`config.mk`:
```
export PLATFORM = sky130hd
export DESIGN_NAME = exe_muldiv_ctrl_flat
export DESIGN_NICKNAME = d
export VERILOG_FILES = /design/src/rtl/exe_muldiv_ctrl_pkg.sv /design/src/rtl/exe_muldiv_ctrl_if.sv /design/src/rtl/exe_muldiv_ctrl_datapath.sv /design/src/rtl/exe_muldiv_ctrl.sv /design/src/flat_wrapper.sv
export SDC_FILE = /design/constraint.sdc
export NUM_CORES = 1
export LEC_CHECK = 0
export CAP_MARGIN = 20
export CORE_ASPECT_RATIO = 0.7
export CORE_UTILIZATION = 65
export CTS_BUF_LIST = sky130_fd_sc_hd__clkbuf_8
export CTS_CLUSTER_DIAMETER = 80
export DETAILED_ROUTE_END_ITERATION = 10
export PLACE_DENSITY = 0.95
export SYNTH_ARGS = -nofsm -noshare
export SYNTH_HDL_FRONTEND = slang
export SYNTH_HIERARCHICAL = 1
export SYNTH_SLANG_ARGS = --single-unit
```
`constraint.sdc`:
```
create_clock -name clk -period 9.4 [get_ports clk]
set_input_delay 0.94 -clock clk [delete_from_list [all_inputs] [get_ports clk]]
set_output_delay 0.94 -clock clk [all_outputs]
set_load 0.1 [all_outputs]
```
`src/rtl/exe_muldiv_ctrl_pkg.sv`:
```
// -----------------------------------------------------------------------------
// exe_muldiv_ctrl_pkg
// Shared types and constants for the RV32M multiply/divide sequencer.
//   - muldiv_state_t : FSM state encoding (IDLE / BUSY / DONE)
//   - muldiv_op_t    : func3 encoding of the M-extension operations
//   - FUNC7_MULDIV   : func7 value that marks an R-type instruction as M-type
//   - helpers classifying an op as divide / remainder / signed operand
// Optional feature macro used by the block: MULDIV_FAST_MUL_EN.
// -----------------------------------------------------------------------------
package exe_muldiv_ctrl_pkg;

    localparam int         ARCH_LEN_DEFAULT = 32;
    localparam logic [6:0] FUNC7_MULDIV     = 7'b0000001;

    typedef enum logic [1:0] {
        MD_IDLE = 2'd0,
        MD_BUSY = 2'd1,
        MD_DONE = 2'd2
    } muldiv_state_t;

    typedef enum logic [2:0] {
        OP_MUL    = 3'b000,
        OP_MULH   = 3'b001,
        OP_MULHSU = 3'b010,
        OP_MULHU  = 3'b011,
        OP_DIV    = 3'b100,
        OP_DIVU   = 3'b101,
        OP_REM    = 3'b110,
        OP_REMU   = 3'b111
    } muldiv_op_t;

    // func3[2] separates the divide family from the multiply family.
    function automatic logic op_is_div(input muldiv_op_t op);
        return op[2];
    endfunction

    function automatic logic op_is_rem(input muldiv_op_t op);
        return (op == OP_REM) || (op == OP_REMU);
    endfunction

    // rs1 is treated as signed for MULH, MULHSU, DIV and REM.
    function automatic logic op_signed_a(input muldiv_op_t op);
        return (op == OP_MULH) || (op == OP_MULHSU) || (op == OP_DIV) || (op == OP_REM);
    endfunction

    // rs2 is treated as signed for MULH, DIV and REM (not MULHSU).
    function automatic logic op_signed_b(input muldiv_op_t op);
        return (op == OP_MULH) || (op == OP_DIV) || (op == OP_REM);
    endfunction

endpackage

```
`src/rtl/exe_muldiv_ctrl_if.sv`:
```
// -----------------------------------------------------------------------------
// exe_muldiv_ctrl_if
// Request/response bundle between the execute stage (master) and the
// multiply/divide sequencer (slave).
//   req_valid_in   : execute stage holds a valid M-type instruction
//   req_func3_in   : M operation (muldiv_op_t encoding)
//   req_op1_in     : rs1 value
//   req_op2_in     : rs2 value
//   kill_in        : flush of the instruction currently in execute
//   stall_out      : hold fetch/decode/execute registers
//   result_valid_out : result_out is valid this cycle (one-cycle pulse)
//   result_out     : M-operation result, held between pulses
//
// Handshake: a request is taken on the first rising edge where the sequencer
// is idle, req_valid_in = 1 and kill_in = 0. From that edge the master keeps
// req_valid_in and the operands stable for as long as stall_out = 1; the
// single cycle with result_valid_out = 1 has stall_out = 0, after which the
// pipeline advances and the master may present the next request. kill_in
// abandons any request in flight and no result pulse follows it.
// -----------------------------------------------------------------------------
interface exe_muldiv_ctrl_if #(
    parameter int ARCH_LEN = 32
) ();
    logic                req_valid_in;
    logic [2:0]          req_func3_in;
    logic [ARCH_LEN-1:0] req_op1_in;
    logic [ARCH_LEN-1:0] req_op2_in;
    logic                kill_in;
    logic                stall_out;
    logic                result_valid_out;
    logic [ARCH_LEN-1:0] result_out;

    modport master (
        output req_valid_in, req_func3_in, req_op1_in, req_op2_in, kill_in,
        input  stall_out, result_valid_out, result_out
    );

    modport slave (
        input  req_valid_in, req_func3_in, req_op1_in, req_op2_in, kill_in,
        output stall_out, result_valid_out, result_out
    );
endinterface

```
`src/rtl/exe_muldiv_ctrl_datapath.sv`:
```
// -----------------------------------------------------------------------------
// muldiv_datapath
// Iterative unsigned multiply (shift-add) / restoring divide engine.
// Ports:
//   clk, rst   : clock, synchronous active-low reset
//   start      : load operands (both engines are loaded; only one is stepped)
//   step       : perform one iteration this cycle
//   is_div     : selects which engine a step advances
//   op_a, op_b : unsigned operands (multiplier/dividend, multiplicand/divisor)
//   prod_nxt   : product value after the current step (combinational)
//   quot_nxt   : quotient value after the current step (combinational)
//   rem_nxt    : remainder value after the current step (combinational)
// The *_nxt outputs let the controller capture the final result on the same
// edge that retires the last iteration.
// -----------------------------------------------------------------------------
module muldiv_datapath #(
    parameter int ARCH_LEN = 32
) (
    input  logic                  clk,
    input  logic                  rst,
    input  logic                  start,
    input  logic                  step,
    input  logic                  is_div,
    input  logic [ARCH_LEN-1:0]   op_a,
    input  logic [ARCH_LEN-1:0]   op_b,
    output logic [2*ARCH_LEN-1:0] prod_nxt,
    output logic [ARCH_LEN-1:0]   quot_nxt,
    output logic [ARCH_LEN-1:0]   rem_nxt
);

    // prod_q holds {accumulator, remaining multiplier bits}.
    logic [2*ARCH_LEN-1:0] prod_q, prod_d;
    // Multiplicand for multiplies, divisor for divides.
    logic [ARCH_LEN-1:0]   opb_q, opb_d;
    // quot_q starts as the dividend and shifts quotient bits in from the right.
    logic [ARCH_LEN-1:0]   quot_q, quot_d;
    logic [ARCH_LEN-1:0]   rem_q, rem_d;

    logic [ARCH_LEN:0]     mul_sum;
    logic [ARCH_LEN:0]     div_shift;
    logic [ARCH_LEN:0]     div_diff;

    // One iteration of each engine.
    always_comb begin
        // Shift-add: add the multiplicand into the upper half when the current
        // multiplier bit is set, then shift the whole register right by one.
        mul_sum  = {1'b0, prod_q[2*ARCH_LEN-1:ARCH_LEN]}
                 + (prod_q[0] ? {1'b0, opb_q} : {(ARCH_LEN+1){1'b0}});
        prod_nxt = {mul_sum, prod_q[ARCH_LEN-1:1]};

        // Restoring divide: bring in the next dividend bit, trial-subtract,
        // keep the difference only when it did not borrow.
        div_shift = {rem_q, quot_q[ARCH_LEN-1]};
        div_diff  = div_shift - {1'b0, opb_q};
        if (!div_diff[ARCH_LEN]) begin
            rem_nxt  = div_diff[ARCH_LEN-1:0];
            quot_nxt = {quot_q[ARCH_LEN-2:0], 1'b1};
        end else begin
            rem_nxt  = div_shift[ARCH_LEN-1:0];
            quot_nxt = {quot_q[ARCH_LEN-2:0], 1'b0};
        end
    end

    always_comb begin
        prod_d = prod_q;
        opb_d  = opb_q;
        quot_d = quot_q;
        rem_d  = rem_q;
        if (start) begin
            prod_d = {{ARCH_LEN{1'b0}}, op_a};
            opb_d  = op_b;
            quot_d = op_a;
            rem_d  = '0;
        end else if (step) begin
            if (is_div) begin
                quot_d = quot_nxt;
                rem_d  = rem_nxt;
            end else begin
                prod_d = prod_nxt;
            end
        end
    end

    always_ff @(posedge clk) begin
        if (!rst) begin
            prod_q <= '0;
            opb_q  <= '0;
            quot_q <= '0;
            rem_q  <= '0;
        end else begin
            prod_q <= prod_d;
            opb_q  <= opb_d;
            quot_q <= quot_d;
            rem_q  <= rem_d;
        end
    end

endmodule

```
`src/rtl/exe_muldiv_ctrl.sv`:
```
// -----------------------------------------------------------------------------
// exe_muldiv_ctrl
// Multi-cycle RV32M multiply/divide sequencer for the execute stage. Accepts a
// request, stalls the front of the pipeline while muldiv_datapath iterates,
// and returns the result as a one-cycle pulse. Divide-by-zero and signed
// overflow complete in one cycle; kill_in abandons the operation.
// Ports:
//   clk           : clock
//   rst           : synchronous active-low reset
//   md            : exe_muldiv_ctrl_if slave (request, kill, stall, result)
//   dbg_state_out : current FSM state
// Macro: MULDIV_FAST_MUL_EN -- when defined, multiplies complete in one cycle
// using a single-cycle multiplier; divides are unaffected.
// -----------------------------------------------------------------------------
module exe_muldiv_ctrl
    import exe_muldiv_ctrl_pkg::*;
#(
    parameter int ARCH_LEN = ARCH_LEN_DEFAULT
) (
    input  logic                 clk,
    input  logic                 rst,
    exe_muldiv_ctrl_if.slave     md,
    output muldiv_state_t        dbg_state_out
);

    localparam logic [5:0]          LAST_CNT = 6'(ARCH_LEN - 1);
    localparam logic [ARCH_LEN-1:0] MIN_NEG  = {1'b1, {(ARCH_LEN-1){1'b0}}};

    muldiv_state_t       state_q, state_d;
    logic [5:0]          count_q, count_d;
    muldiv_op_t          func3_q, func3_d;
    // Sign of product/quotient, and sign of remainder (follows the dividend).
    logic                neg_res_q, neg_res_d;
    logic                neg_rem_q, neg_rem_d;
    logic [ARCH_LEN-1:0] result_q, result_d;
    logic                result_valid_q, result_valid_d;

    // Request decode on the live inputs (used in the accepting cycle only).
    muldiv_op_t          func3_in;
    logic                in_is_div, in_is_rem;
    logic                a_neg_in, b_neg_in;
    logic [ARCH_LEN-1:0] a_abs_in, b_abs_in;
    logic                div_by_zero, div_ovf;
    logic                accept;

    // Datapath hookup.
    logic                  dp_start, dp_step, dp_is_div;
    logic [2*ARCH_LEN-1:0] dp_prod_nxt;
    logic [ARCH_LEN-1:0]   dp_quot_nxt, dp_rem_nxt;
    logic [2*ARCH_LEN-1:0] prod_fix;
    logic [ARCH_LEN-1:0]   quot_fix, rem_fix;
    logic                  stall;

`ifdef MULDIV_FAST_MUL_EN
    logic signed [ARCH_LEN:0]     fast_a, fast_b;
    logic signed [2*ARCH_LEN+1:0] fast_full;
    logic [2*ARCH_LEN-1:0]        fast_prod;
`endif

    function automatic logic [ARCH_LEN-1:0] select_result(
        input muldiv_op_t            op,
        input logic [2*ARCH_LEN-1:0] prod,
        input logic [ARCH_LEN-1:0]   quot,
        input logic [ARCH_LEN-1:0]   rem
    );
        case (op)
            OP_MUL:                       return prod[ARCH_LEN-1:0];
            OP_MULH, OP_MULHSU, OP_MULHU: return prod[2*ARCH_LEN-1:ARCH_LEN];
            OP_DIV, OP_DIVU:              return quot;
            default:                      return rem;
        endcase
    endfunction

    always_comb begin
        func3_in    = muldiv_op_t'(md.req_func3_in);
        in_is_div   = op_is_div(func3_in);
        in_is_rem   = op_is_rem(func3_in);
        a_neg_in    = op_signed_a(func3_in) & md.req_op1_in[ARCH_LEN-1];
        b_neg_in    = op_signed_b(func3_in) & md.req_op2_in[ARCH_LEN-1];
        a_abs_in    = a_neg_in ? -md.req_op1_in : md.req_op1_in;
        b_abs_in    = b_neg_in ? -md.req_op2_in : md.req_op2_in;
        div_by_zero = in_is_div & (md.req_op2_in == '0);
        // Only the signed divide family can overflow (MIN / -1).
        div_ovf     = in_is_div & op_signed_b(func3_in)
                    & (md.req_op1_in == MIN_NEG) & (md.req_op2_in == '1);
        accept      = (state_q == MD_IDLE) & md.req_valid_in & ~md.kill_in;
    end

`ifdef MULDIV_FAST_MUL_EN
    // 33-bit operands: sign-extended when signed, zero-extended otherwise.
    always_comb begin
        fast_a    = {op_signed_a(func3_in) & md.req_op1_in[ARCH_LEN-1], md.req_op1_in};
        fast_b    = {op_signed_b(func3_in) & md.req_op2_in[ARCH_LEN-1], md.req_op2_in};
        fast_full = fast_a * fast_b;
        fast_prod = fast_full[2*ARCH_LEN-1:0];
    end
`endif

    // Sign fix-up applied to the values produced by the final iteration.
    always_comb begin
        prod_fix = neg_res_q ? -dp_prod_nxt : dp_prod_nxt;
        quot_fix = neg_res_q ? -dp_quot_nxt : dp_quot_nxt;
        rem_fix  = neg_rem_q ? -dp_rem_nxt  : dp_rem_nxt;
    end

    // ---------------------------------------------------------------- FSM
    // State register.
    always_ff @(posedge clk) begin
        if (!rst) begin
            state_q        <= MD_IDLE;
            count_q        <= '0;
            func3_q        <= OP_MUL;
            neg_res_q      <= 1'b0;
            neg_rem_q      <= 1'b0;
            result_q       <= '0;
            result_valid_q <= 1'b0;
        end else begin
            state_q        <= state_d;
            count_q        <= count_d;
            func3_q        <= func3_d;
            neg_res_q      <= neg_res_d;
            neg_rem_q      <= neg_rem_d;
            result_q       <= result_d;
            result_valid_q <= result_valid_d;
        end
    end

    // Next-state logic. Kill overrides both acceptance and completion.
    always_comb begin
        state_d   = state_q;
        count_d   = count_q;
        func3_d   = func3_q;
        neg_res_d = neg_res_q;
        neg_rem_d = neg_rem_q;
        if (md.kill_in) begin
            state_d = MD_IDLE;
            count_d = '0;
        end else begin
            case (state_q)
                MD_IDLE: begin
                    if (md.req_valid_in) begin
                        func3_d   = func3_in;
                        neg_res_d = a_neg_in ^ b_neg_in;
                        neg_rem_d = a_neg_in;
                        count_d   = '0;
                        if (div_by_zero || div_ovf) begin
                            state_d = MD_DONE;
`ifdef MULDIV_FAST_MUL_EN
                        end else if (!in_is_div) begin
                            state_d = MD_DONE;
`endif
                        end else begin
                            state_d = MD_BUSY;
                        end
                    end
                end
                MD_BUSY: begin
                    if (count_q == LAST_CNT) begin
                        state_d = MD_DONE;
                        count_d = '0;
                    end else begin
                        count_d = count_q + 6'd1;
                    end
                end
                MD_DONE: state_d = MD_IDLE;
                default: begin
                    state_d = MD_IDLE;
                    count_d = '0;
                end
            endcase
        end
    end

    // Output logic: stall, datapath controls, and the result register inputs.
    always_comb begin
        stall          = rst & md.req_valid_in & (state_q != MD_DONE) & ~md.kill_in;
        dp_start       = accept;
        dp_step        = (state_q == MD_BUSY) & ~md.kill_in;
        dp_is_div      = op_is_div(func3_q);
        result_valid_d = (state_d == MD_DONE);
        result_d       = result_q;
        if (accept) begin
            if (div_by_zero) begin
                result_d = in_is_rem ? md.req_op1_in : '1;
            end else if (div_ovf) begin
                result_d = in_is_rem ? '0 : MIN_NEG;
`ifdef MULDIV_FAST_MUL_EN
            end else if (!in_is_div) begin
                result_d = select_result(func3_in, fast_prod, '0, '0);
`endif
            end
        end else if (dp_step && (count_q == LAST_CNT)) begin
            result_d = select_result(func3_q, prod_fix, quot_fix, rem_fix);
        end
    end

    muldiv_datapath #(
        .ARCH_LEN (ARCH_LEN)
    ) u_datapath (
        .clk      (clk),
        .rst      (rst),
        .start    (dp_start),
        .step     (dp_step),
        .is_div   (dp_is_div),
        .op_a     (a_abs_in),
        .op_b     (b_abs_in),
        .prod_nxt (dp_prod_nxt),
        .quot_nxt (dp_quot_nxt),
        .rem_nxt  (dp_rem_nxt)
    );

    assign md.stall_out        = stall;
    assign md.result_valid_out = result_valid_q;
    assign md.result_out       = result_q;
    assign dbg_state_out       = state_q;

endmodule

```
`src/flat_wrapper.sv`:
```
// flat-port wrapper written by rule: the top's interface ports become plain ports
module exe_muldiv_ctrl_flat import exe_muldiv_ctrl_pkg::*;
#(
    parameter int ARCH_LEN = ARCH_LEN_DEFAULT
)
  (clk, rst, dbg_state_out, md_req_valid_in, md_req_func3_in, md_req_op1_in, md_req_op2_in, md_kill_in, md_stall_out, md_result_valid_out, md_result_out);
  exe_muldiv_ctrl_if #(.ARCH_LEN(ARCH_LEN)) md_i ();
  input  logic clk;
  input  logic rst;
  output muldiv_state_t dbg_state_out;
  input wire logic [$bits(md_i.req_valid_in)-1:0] md_req_valid_in;
  input wire logic [$bits(md_i.req_func3_in)-1:0] md_req_func3_in;
  input wire logic [$bits(md_i.req_op1_in)-1:0] md_req_op1_in;
  input wire logic [$bits(md_i.req_op2_in)-1:0] md_req_op2_in;
  input wire logic [$bits(md_i.kill_in)-1:0] md_kill_in;
  output wire logic [$bits(md_i.stall_out)-1:0] md_stall_out;
  output wire logic [$bits(md_i.result_valid_out)-1:0] md_result_valid_out;
  output wire logic [$bits(md_i.result_out)-1:0] md_result_out;
  assign md_i.req_valid_in = md_req_valid_in;
  assign md_i.req_func3_in = md_req_func3_in;
  assign md_i.req_op1_in = md_req_op1_in;
  assign md_i.req_op2_in = md_req_op2_in;
  assign md_i.kill_in = md_kill_in;
  assign md_stall_out = md_i.stall_out;
  assign md_result_valid_out = md_i.result_valid_out;
  assign md_result_out = md_i.result_out;
  exe_muldiv_ctrl #(.ARCH_LEN(ARCH_LEN)) u_core (.clk(clk), .rst(rst), .md(md_i), .dbg_state_out(dbg_state_out));
endmodule
```
# == After elaboration in Yosys (flattened, before gate mapping) ==
# Cells that the tools add are included.
# totals
regBits,206
in_bits,71
output_inout_bits,36
elab_cells,111
# op_classes
n_addsub,8
n_eq_ne,20
mux,29
bitwise_logic,17
n_reduce_logical,25
# ops
operator,n
$mux W32,18
$neg A32 Y32,4
$pmux W32 S3,1
$eq A32 B32 Y1 const B,2
$mux W64,1
$neg A64 Y64,1
$add A32 B32 Y33,1
$sub A33 B32 Y33,1
$logic_not A32 Y1,1
$pmux W6 S3,1
$eq A3 B3 Y1 const B,5
$and A1 B1 Y1,12
$mux W6,2
$reduce_and A2 Y1,6
$eq A3 B2 Y1 const B,3
$mux W2,4
$logic_or A1 B1 Y1,7
$add A6 B1 Y6 const B,1
$eq A3 B1 Y1 const B,2
$eq A6 B5 Y1 const B,1
$ne A2 B2 Y1 const B,3
$reduce_bool A2 Y1,3
$reduce_or A2 Y1,3
$eq A2 B2 Y1 const B,2
other kinds (11),14

# == Longest topological paths before layout ==
# depth
depth_word,12
ltp_mapped,21
depth_no_buf,19

# == Hierarchy ==
# Netlist, hierarchy kept.
# modules_own_cells
module,instances,cells_each,area_each_um2,seq_area_each_um2
muldiv_datapath,1,1400,10822.9,3203.1
exe_muldiv_ctrl,1,1112,7629.8,920.9

# == Worst setup path before layout ==
# Ideal clock, no wire load.
# synth_path
path_kind,reg-to-reg
from,reg u_core.u_datapath.quot_q[31]
to,"reg u_core.result_q[20], in the netlist u_core/md.result_out[20]"
setup_time_ns,0.058
arrival_ns,4.849
required_time_ns,9.342
setup_slack_ns,4.493
stages_incl_launch_ff,20
n_path_buf,1
period_less_slack_ns,4.907
path_cell_list,dfxtp_1 inv_1 ha_1 fa_1 nor2b_1 o31ai_2 a2111o_1 a31oi_2 nor4_1 nor4_2 inv_2 buf_6 mux2_4 nor4_1 nand4_1 o41ai_1 xor2_1 a221oi_1 o221ai_1 o21ba_1
# synth_between
elab_chain_cells,7
word_cells_on_any_way,10
classes_between,3 x add/sub; 7 x mux
# synth_rtl
item,line,text
"start, declared",exe_muldiv_ctrl_datapath.sv:36,"logic [ARCH_LEN-1:0] quot_q, quot_d;"
"start signal, assigned",exe_muldiv_ctrl_datapath.sv:93,quot_q <= quot_d;
$sub A33 B32 Y33,exe_muldiv_ctrl_datapath.sv:54,"div_diff = div_shift - {1'b0, opb_q};"
$mux W32,exe_muldiv_ctrl_datapath.sv:55,if (!div_diff[ARCH_LEN]) begin
via u_core.dp_rem_nxt[8],exe_muldiv_ctrl.sv:49,"logic [ARCH_LEN-1:0] dp_quot_nxt, dp_rem_nxt;"
$neg A32 Y32,exe_muldiv_ctrl.sv:103,rem_fix = neg_rem_q ? -dp_rem_nxt : dp_rem_nxt;
$mux W32,exe_muldiv_ctrl.sv:103,
$pmux W32 S3,exe_muldiv_ctrl.sv:66,case (op)
$mux W32,exe_muldiv_ctrl.sv:192,end else if (dp_step && (count_q == LAST_CNT)) begin
$mux W32,exe_muldiv_ctrl.sv:182,if (accept) begin
"end signal, assigned",exe_muldiv_ctrl.sv:123,result_q <= result_d;
"end, declared",exe_muldiv_ctrl.sv:35,"logic [ARCH_LEN-1:0] result_q, result_d;"
# The timed path passes the listed nets, and every way through them passes these cells. The select of a mux whose other input is x is not followed.
# A chain may end at the register's enable or synchronous reset.

# == Final worst setup path ==
# layout_path
from,reg u_core.u_datapath.quot_q[31]
to,"reg u_core.result_q[20], in the netlist u_core/md.result_out[20]"
# layout_between
elab_chain_cells,7
word_cells_on_any_way,10
classes_between,3 x add/sub; 7 x mux
# layout_rtl
item,line,text
$sub A33 B32 Y33,exe_muldiv_ctrl_datapath.sv:54,
$mux W1,exe_muldiv_ctrl_datapath.sv:55,
via u_core.dp_quot_nxt[0],exe_muldiv_ctrl.sv:49,
$neg A32 Y32,exe_muldiv_ctrl.sv:102,quot_fix = neg_res_q ? -dp_quot_nxt : dp_quot_nxt;
$mux W32,exe_muldiv_ctrl.sv:102,
$pmux W32 S3,exe_muldiv_ctrl.sv:66,
$mux W32,exe_muldiv_ctrl.sv:192,
$mux W32,exe_muldiv_ctrl.sv:182,
# The timed path passes the listed nets, and every way through them passes these cells. The select of a mux whose other input is x is not followed.

==> results.yml <==
sta:
  relSlewSlack_pct: 10.1
  period_minus_slack_ps: 6490
  hold_viol_final: 0
  tns_ps: 0
  rsz0062_at_grt: "false"
  setup_violations: 0
  slew_viol_final: 0
  fin_hold_ws_ps: 458
  tightestPinTransition_ps: 1330
  fin_skew_ps: 40.5
  period_share_pct: 69.1
  max_freq_mhz: 154
worst_setup_path:
  crit_required_ps: 9940
  crit_type: "register to register"
  r2r_slack_ps: 2910
  crit_arrival_ps: 7040
  r2r_cells: 19
  slowest_stage: "nor4_2"
  cpPeakStageDelay_ps: 710
  timing.rr.end: "u_core/md.result_out[20]"
  r2r-start: "u_core/u_datapath/quot_q[31]"
  crit_path_start_kind: "register"
  path_cells: "inv_1 > ha_1 > fa_1 > nor2b_1 > o31ai_2 > a2111o_1 > a31oi_2 > o21a_1 > nor4_4 > buf_4 > inv_2 > mux2_2 > nor4_2 > nand4_1 > o41ai_1 > xor2_1 > a221oi_1 > o221ai_1 > o21ba_1"
  cp_max_fo: 32
  crit_path_end_kind: "register"
power:
  p_int_mw: 1.66
  leakage_nw: 7.65
  clkPwrFrac_pct: 32.5
  p_sw_share_pct: 38.8
  ir_drop_v: 0.000111
  pwr-share-seq_pct: 35.3
  p_switching_mw: 1.05
  p_per_area_nw_per_um2: 136
  p_comb_share_pct: 32.2
hold_path:
  min_path_type: "register to register"
  hp-start: "u_core/md.result_out[10]"
  holdPathStages: 1
  hold_end: "u_core/md.result_out[10]"
yosys:
  postSynthCellCount: 2512
  synth_fp_nets: 2656
  synth.largest_area_cell: "dfxtp_1"
  synth_seq_cells: 206
  yosysSeqAreaShare_pct: 22.3
  ys.flop_type: "dfxtp_1"
  syn_area_um2: 18500
  synth.area.top_cells: "dfxtp_1 22%, nand2_1 6.5%, o21ai_0 5.1%, ha_1 4.8%, xor2_1 4.6%"
  synth_edf_count: 0
  async_reset_ff_share_pct: 0
  yosysWarnings: 6
  post_synth.cell_area_avg_um2: 7.35
  yosysTopAreaCellShare_pct: 22.3
  ys_types: 92
placed_design:
  io_buffers: 106
  dp.cells: 2826
  postPlaceCellArea_um2: 19300
  place_congestion: 1.16
  dp_hpwl_um: 55000
route:
  vias: 20700
  drtIter0Drc: 3354
  drt_wl_total_um: 73000
  avgViaCountPerCell: 7.15
  antenna_left: 0
  first_pass_iters: 6
  post-route-drc-count: 0
  wl_per_cell_um: 25.3
clock_network:
  cts.sinks: 206
  clk_latency_ps: 610
  htree_levels: 2
  clkTransAtPathRegs_ps: 70
  clk_path_buf_depth: 3
  cts_tree: "yes"
  cts_hold_buf: 0
  postCtsSetupRepairBufs: 0
  postCtsResizedCells: 0
  cts_made_buffers: 37
  cts_root_buffer: "clkbuf_8"
flow_run:
  cap_violations: 0
finish:
  final_cell_mix: "318 x nand2_1, 205 x dfxtp_1, 200 x nor2_1"
  layout-drive-gt1-share_pct: 6.67
  instances_no_fill: 2890
  finalInstanceArea_um2: 20000
  mostFrequentLayoutCell: "nand2_1"
  areaGrowthSynthToFinish_pct: 8.37
  fin_nets: 2639
floorplanning:
  std_cell_rows: 51
  core-area_um2: 27800
  pin_count: 107
  die_w_um: 203
  initial_core_util_pct: 66.3
  dieArea_um2: 29100
  die_y_um: 143
grt:
  grt_pass1_vias: 18100
  grt-ovfl-total: 0
  grt_max_degree: 96
  antenna_found_initial: 2
  grt_usage_pct: 49.1
  grt_pass1_wl_um: 109000
status:
  status: "finished, final reports clean"
==> stage by stage <==
stage               setup slack, ps  utilization, %  total power [mW]
finish                         2910            71.9              2.71
global route                   2480            71.9              2.79
CTS                            3070            71.8              2.65
detailed placement             3100            69.2              1.79
global placement               3370            69.2              1.78
floorplan                      4490               -              1.54
==> worst max-delay path by stage <==
| stage | startpoint | endpoint | depth (start not counted) |
|---|---|---|---|
| final | u_core/u_datapath/quot_q[31] | u_core/md.result_out[20] | 19 |
| after global routing | u_core/u_datapath/quot_q[31] | u_core/md.result_out[20] | 19 |
| after CTS | u_core/u_datapath/quot_q[31] | u_core/md.result_out[20] | 19 |
| after detailed placement | u_core/u_datapath/quot_q[31] | u_core/md.result_out[20] | 19 |
| after global placement | u_core/u_datapath/opb_q[25] | u_core/md.result_out[20] | 18 |
| after floorplan | u_core/u_datapath/quot_q[31] | u_core/md.result_out[20] | 19 |
==> final cells by class <==
class | instances | area (um2)
antenna | 2 | 5.00
clock buffer | 49 | 674
clock inverter | 12 | 56.3
fill | 2289 | 7820
inverter | 76 | 285
multi-input combinational | 2034 | 13100
sequential | 206 | 4130
tap | 371 | 464
timing repair buffer | 140 | 1320
==> layer usage <==
layer / vias to the layer above / global-route usage (%) / part of all wire (%)
met3: 208 / 20.8 / 18
met2: 1672 / 67.1 / 39
met1: 9682 / 68.5 / 40
met4: 2 / 14.7 / 3.4
li1: 9097 / - / -
met5: - / 2.55 / 0.14
==> sequential cells by signal (all words and copies together), names as in the netlist <==
register                    count
u_core/count_q                  6
u_core/dbg_state_out            2
u_core/func3_q                  3
u_core/md.result_out           32
u_core/md.result_valid_out      1
u_core/neg_rem_q                1
u_core/neg_res_q                1
u_core/u_datapath/opb_q        32
u_core/u_datapath/prod_q       64
u_core/u_datapath/quot_q       32
u_core/u_datapath/rem_q        32
==> cells in the mapped netlist (all sizes together), types with 7 or more instances <==
master / n
nand2: 320
dfxtp: 206
nor2: 200
o21ai: 192
a21oi: 142
clkbuf: 110
xor2: 96
xnor2: 95
buf: 86
a31oi: 85
inv: 75
ha: 71
nor3: 69
nor2b: 54
mux2i: 50
nand3: 43
and2: 42
o21a: 37
o31ai: 37
or3: 36
nor4: 35
a21o: 34
nand4: 32
o41ai: 31
nand2b: 30
a211oi: 27
mux2: 25
or4: 19
o22ai: 16
o211ai: 14
a221oi: 13
and3: 12
or2: 11
a211o: 10
a21boi: 10
o21bai: 10
a22o: 9
o311ai: 9
o2111ai: 7
==> cells by family after synthesis <==
| group | after synthesis | share of synthesized area, % |
|---|---|---|
| AOI/OAI and AO/OA | 758 | 27.0 |
| xor gates and xnor gates | 191 | 9.07 |
| adders and majority gates | 73 | 5.03 |
| buffers and inverters | 272 | 7.03 |
| DFF | 206 | 22.3 |
| muxes | 75 | 4.38 |
| and+or+nand+nor | 937 | 25.1 |
==> power groups by stage <==
stage               clock (mW)  sequential, mW  combinational (mW)
global route             0.918           0.959               0.915
CTS                      0.875           0.953               0.824
finish                   0.883           0.957               0.873
detailed placement           0           0.972               0.819
global placement             0           0.970               0.805
floorplan                    0           0.942               0.601
==> worst max-delay path, delay by kind of cell (launching register included) <==
kind                       cells  cell delay (ps)
muxes                          1              470
adders and majority gates      2              620
buffers and inverters          3              880
and+or+nand+nor                4             1580
DFF                            1              370
AOI/OAI and AO/OA              8             2370
xor gates and xnor gates       1              120
No activity file was read; power rests on OpenSTA's default activity.
